==> config.mk <==
export PLATFORM = sky130hd
export DESIGN_NAME = async_fifo_rd_packer
export DESIGN_NICKNAME = d
export VERILOG_FILES = /design/src/rtl/async_fifo_pkg.sv /design/src/rtl/async_fifo_rd_packer.sv
export SDC_FILE = /design/constraint.sdc
export NUM_CORES = 1
export LEC_CHECK = 0
export CAP_MARGIN = 20
export CORE_MARGIN = 2
export CORE_UTILIZATION = 51
export CTS_CLUSTER_SIZE = 8
export DETAILED_ROUTE_END_ITERATION = 6
export PLACE_DENSITY = 0.78
export RECOVER_POWER = 100
export SYNTH_ARGS = -nofsm -noshare
export SYNTH_HDL_FRONTEND = slang
export SYNTH_SLANG_ARGS = --single-unit
==> constraint.sdc <==
create_clock -name rd_clk -period 3.1 [get_ports rd_clk]
set_input_delay 0.93 -clock rd_clk [delete_from_list [all_inputs] [get_ports rd_clk]]
set_output_delay 0.93 -clock rd_clk [all_outputs]
set_load 0.02 [all_outputs]
==> src/rtl/async_fifo_pkg.sv <==
`default_nettype none
// Shared definitions for the async FIFO and its read-side packer.
package async_fifo_pkg;

  localparam int DEFAULT_DATA_WIDTH = 4;
  localparam int DEFAULT_PACK_RATIO = 4;

  typedef enum logic [1:0] {
    ST_RUN   = 2'd0,
    ST_DRAIN = 2'd1,
    ST_EMIT  = 2'd2
  } pack_state_t;

endpackage
`default_nettype wire

==> src/rtl/async_fifo_rd_packer.sv <==
`default_nettype none
// Read-side FIFO consumer: packs PACK_RATIO entries into one wide word (lane 0 first)
// and emits it on a valid/ready stream; a flush forces out a partial word.
module async_fifo_rd_packer
  import async_fifo_pkg::*;
#(
  parameter int DATA_WIDTH = DEFAULT_DATA_WIDTH,
  parameter int PACK_RATIO = DEFAULT_PACK_RATIO,
  parameter int CNT_WIDTH  = $clog2(PACK_RATIO + 1)
) (
  input  logic                             rd_clk,
  input  logic                             rd_rst,
  input  logic                             fifo_empty,
  output logic                             fifo_rd_en,
  input  logic [DATA_WIDTH-1:0]            fifo_rd_data,
  input  logic                             flush,
  output logic                             flush_done,
  output logic                             m_valid,
  input  logic                             m_ready,
  output logic [DATA_WIDTH*PACK_RATIO-1:0] m_data,
  output logic [CNT_WIDTH-1:0]             m_cnt,
  output logic                             m_last
);

  localparam int                   OUT_WIDTH = DATA_WIDTH * PACK_RATIO;
  localparam logic [CNT_WIDTH-1:0] FULL_CNT  = CNT_WIDTH'(PACK_RATIO);
  localparam logic [CNT_WIDTH:0]   FULL_EFF  = (CNT_WIDTH + 1)'(PACK_RATIO);

  pack_state_t           state;
  pack_state_t           state_nxt;
  logic [DATA_WIDTH-1:0] acc [PACK_RATIO];
  logic [CNT_WIDTH-1:0]  acc_cnt;
  logic [CNT_WIDTH-1:0]  eff_base;
  logic [CNT_WIDTH:0]    eff;
  logic                  pend;
  logic                  xfer;
  logic [OUT_WIDTH-1:0]  packed_word;

  always_ff @(posedge rd_clk) begin
    if (rd_rst) state <= ST_RUN;
    else        state <= state_nxt;
  end

  // Pop credit counts entries already held plus the one in flight, so acc never overflows.
  always_comb begin
    state_nxt  = state;
    xfer       = 1'b0;
    flush_done = 1'b0;
    case (state)
      ST_RUN:  xfer = (acc_cnt == FULL_CNT) && (!m_valid || m_ready);
      ST_EMIT: xfer = (acc_cnt != '0) && (!m_valid || m_ready);
      default: xfer = 1'b0;
    endcase
    eff_base   = xfer ? '0 : acc_cnt;
    eff        = {1'b0, eff_base} + (CNT_WIDTH + 1)'(pend);
    fifo_rd_en = !rd_rst && (state == ST_RUN) && !flush && !fifo_empty && (eff < FULL_EFF);
    case (state)
      ST_RUN: begin
        if (flush) state_nxt = ST_DRAIN;
      end
      ST_DRAIN: begin
        if (!pend) state_nxt = ST_EMIT;
      end
      ST_EMIT: begin
        if (xfer || (acc_cnt == '0)) begin
          state_nxt  = ST_RUN;
          flush_done = !rd_rst;
        end
      end
      default: state_nxt = ST_RUN;
    endcase
  end

  always_comb begin
    packed_word = '0;
    for (int i = 0; i < PACK_RATIO; i++) begin
      if (CNT_WIDTH'(i) < acc_cnt) packed_word[i*DATA_WIDTH +: DATA_WIDTH] = acc[i];
    end
  end

  always_ff @(posedge rd_clk) begin
    for (int i = 0; i < PACK_RATIO; i++) begin
      if (pend && (acc_cnt == CNT_WIDTH'(i))) acc[i] <= fifo_rd_data;
    end
  end

  always_ff @(posedge rd_clk) begin
    if (rd_rst) begin
      pend    <= 1'b0;
      acc_cnt <= '0;
      m_valid <= 1'b0;
      m_data  <= '0;
      m_cnt   <= '0;
      m_last  <= 1'b0;
    end else begin
      pend <= fifo_rd_en;
      if (xfer) begin
        acc_cnt <= '0;
        m_valid <= 1'b1;
        m_data  <= packed_word;
        m_cnt   <= acc_cnt;
        m_last  <= (state == ST_EMIT);
      end else begin
        if (pend)               acc_cnt <= acc_cnt + CNT_WIDTH'(1);
        if (m_valid && m_ready) m_valid <= 1'b0;
      end
    end
  end

endmodule
`default_nettype wire

==> results.md <==
* Setup Skew at 8.450 ps
* Hold Path Class: reg -> reg
* Die ar. at 0.004032 sq mm
* Via-per-instance ratio at 5.889
* Max FO, Critical Path at 2
* Postcts setup bufs at 0
* I/O pins at 32
* WP buf/inv at 2
* Fin crit share at 0.9813
* Root Buffer: clkbuf_4
* Max-Cap Viols at 0
* Antenna Cells at 0
* Initial core utilization at 0.5368
* Port bufs at 31
* Syn avg cell area at 11.80 sq um
* Synth top area cells: dfxtp_1 (30%), edfxtp_1 (27%), mux2i_1 (3.3%)
* Clk buf depth at 2
* EDFF count, synth at 16
* Leakage Power at 0.8551 nW
* Reg clk slew, reported paths at 110 ps
* Area of the multi-input gates at 698.2 sq um
* Via count at 1,378
* Cells after Synth at 153
* DPL Wire Length at 2.614 mm
* Ys async rst share at 0
* Setup Crit Path Kind: in -> out
* Num CTS Buffers at 5
* Distinct cells, synth at 37
* Number of fillers in the final layout at 296
* Share of cells above drive strength 1 at 0.1223
* Congestion Overflow GR at 0
* CP top delay family: buffers and inverters
* WP data arrival at 2110 ps
* Pins over their slew limit at 0
* Global-route wire length before repair at 6.092 mm
* Main synth FF type: dfxtp_1
* Pre-antenna DRT Iters at 5
* 1st-iter DRT viols at 51
* Rel. slew slack at 0.3600
* Synth warnings at 0
* Vias in the first global route at 1,352
* CP cell instances: clkdlybuf4s50_1, and2b_1, nor3_4, o211a_1, clkbuf_2
* Worst-Skew Late Latency at 350 ps
* PwrDens at 405.9 mW/mm^2
* Routability cong. at 0.7907
* Tmin final at 3042 ps
* H-tree Lvls at 2
* Critical path endpoint category: primary output
* Status: finished clean
* Final Hold Viols at 0
* Synth-to-layout area growth at 22.52%
* DRC at 0
* Worst VDD drop at 0.2739 mV
* Worst Path Required at 2170 ps
* Rows at 21
* Most frequent cell after synthesis: dfxtp_1
* Core area at 0.003363 sq mm
* TritonCTS clock tree: built
* CP peak stage delay at 480 ps
* WL/cell at 15.60 um
* Initial antenna violation count at 0
* RSZ-0062 raised after global routing: false
* Worst path slowest cell: clkdlybuf4s50_1
* GRT Total Usage at 0.2011
* Clock tree sinks at 43
* Nets at 199
* Register Area at 0.001021 sq mm
* Sequential cell area fraction in the yosys report at 0.5655
* Die Y at 63.50 um
* Crit path launch type: input port
* Final Total Pwr at 897.9 uW
* F_max at 0.3287 GHz
* Setup Viol. Count Final at 0
* Hold_buf cts at 0
* Yosys reg bits at 43
* Die X at 63.50 um
* Largest net degree at the start of global routing at 22
* Routed wire length at 3.650 mm
* WHS at 469.5 ps
* Area leader, netlist: dfxtp_1
* Syn_nets at 165
* Routed Antenna Nets at 0
* Synth top cells by count: dfxtp_1 (27), edfxtp_1 (16), a21oi_1 (10), clkbuf_1 (10), nand4_1 (8)
* Syn Std Cell Area at 0.001805 sq mm
* Synth top area share at 0.2994
* Slew @ Worst Pin at 960.0 ps
layer usage:
layer,track usage,part of all wire,vias to the layer above
li1,-,-,650
met1,0.2185,0.41,668
met2,0.3474,0.51,50
met3,0.06607,0.049,10
met4,0.1033,0.028,0
met5,0,0,-
what timing repair did:
action / 4_1_cts / 5_1_grt
setup endpoints to repair: 2 / 1
resized for setup: 8 / 3
hold endpoints to repair: 0 / 0
pin swaps: 0 / 1
through the flow:
stage	TNS [ps]	utilization	setup slack, ps	instance area [sq um]	cells
finish	0	0.6577	58.09	2212	234
global route	0	0.6577	28.93	2212	234
CTS	0	0.6592	10.78	2217	234
detailed placement	-772.2	0.6477	-424.1	2178	226
global placement	-680.5	0.6477	-379.4	2178	226
floorplan	0	-	179.3	1805	153
worst register-to-register path, stage by stage (launching register included):
cell and delay (ps):
dfxtp_1 340, inv_1 80, ha_1 280, mux2i_2 210, nor3_4 210, clkbuf_1 740, mux2_2 420
cells by family (layout without fill, tap and decap cells):
group / count (synthesis) / in the layout / synth area share
adders and majority gates: 3 / 3 / 0.02079
AOI/OAI and AO/OA: 34 / 34 / 0.1400
buffers and inverters: 19 / 54 / 0.05128
xor gates and xnor gates: 2 / 2 / 0.009704
and+or+nand+nor: 40 / 40 / 0.1407
DFF: 43 / 43 / 0.5655
muxes: 12 / 12 / 0.07207
final timing paths:
| path | slack [ps] | from | depth (start not counted) | end |
|---|---|---|---|---|
| max | 60 | m_ready | 5 | fifo_rd_en |
| min | 470 | m_data[7]$_SDFFE_PP0P_ | 2 | m_data[7]$_SDFFE_PP0P_ |
| max reg2reg | 740 | acc_cnt[0]$_SDFFE_PP0P_ | 6 | m_data[11]$_SDFFE_PP0P_ |
| min reg2reg | 470 | m_data[7]$_SDFFE_PP0P_ | 2 | m_data[7]$_SDFFE_PP0P_ |
where the power goes:
group / internal [mW] / switching, mW
combinational: 0.0221 / 0.0295
clock: 0.0841 / 0.164
sequential: 0.590 / 0.00823
placed cells by master (no fill, tap or decap), drive strengths merged, types with 5 or more instances in the layout:
cell type | Yosys | layout
a21oi | 10 | 10
buf | 5 | 7
clkbuf | 10 | 12
dfxtp | 27 | 27
dlygate4sd3 | 0 | 25
edfxtp | 16 | 16
mux2 | 5 | 5
mux2i | 7 | 7
nand2 | 6 | 6
nand4 | 8 | 8
nor3 | 5 | 5
o31ai | 7 | 7
cell type report:
cell class / instances / share of cell area
multi-input cells: 91 / 0.3156
clock inverters: 2 / 0.003394
inverters: 4 / 0.006787
repair buffers: 42 / 0.1680
flip-flops and latches: 43 / 0.4615
clock buffers: 6 / 0.01867
well taps: 46 / 0.02602
state kept, by name, indices dropped and copies added (netlist names):
register	count
m_cnt	3
state	2
m_data	16
acc	16
pend	1
m_last	1
m_valid	1
acc_cnt	3
Power figures use the tool's default switching activity.
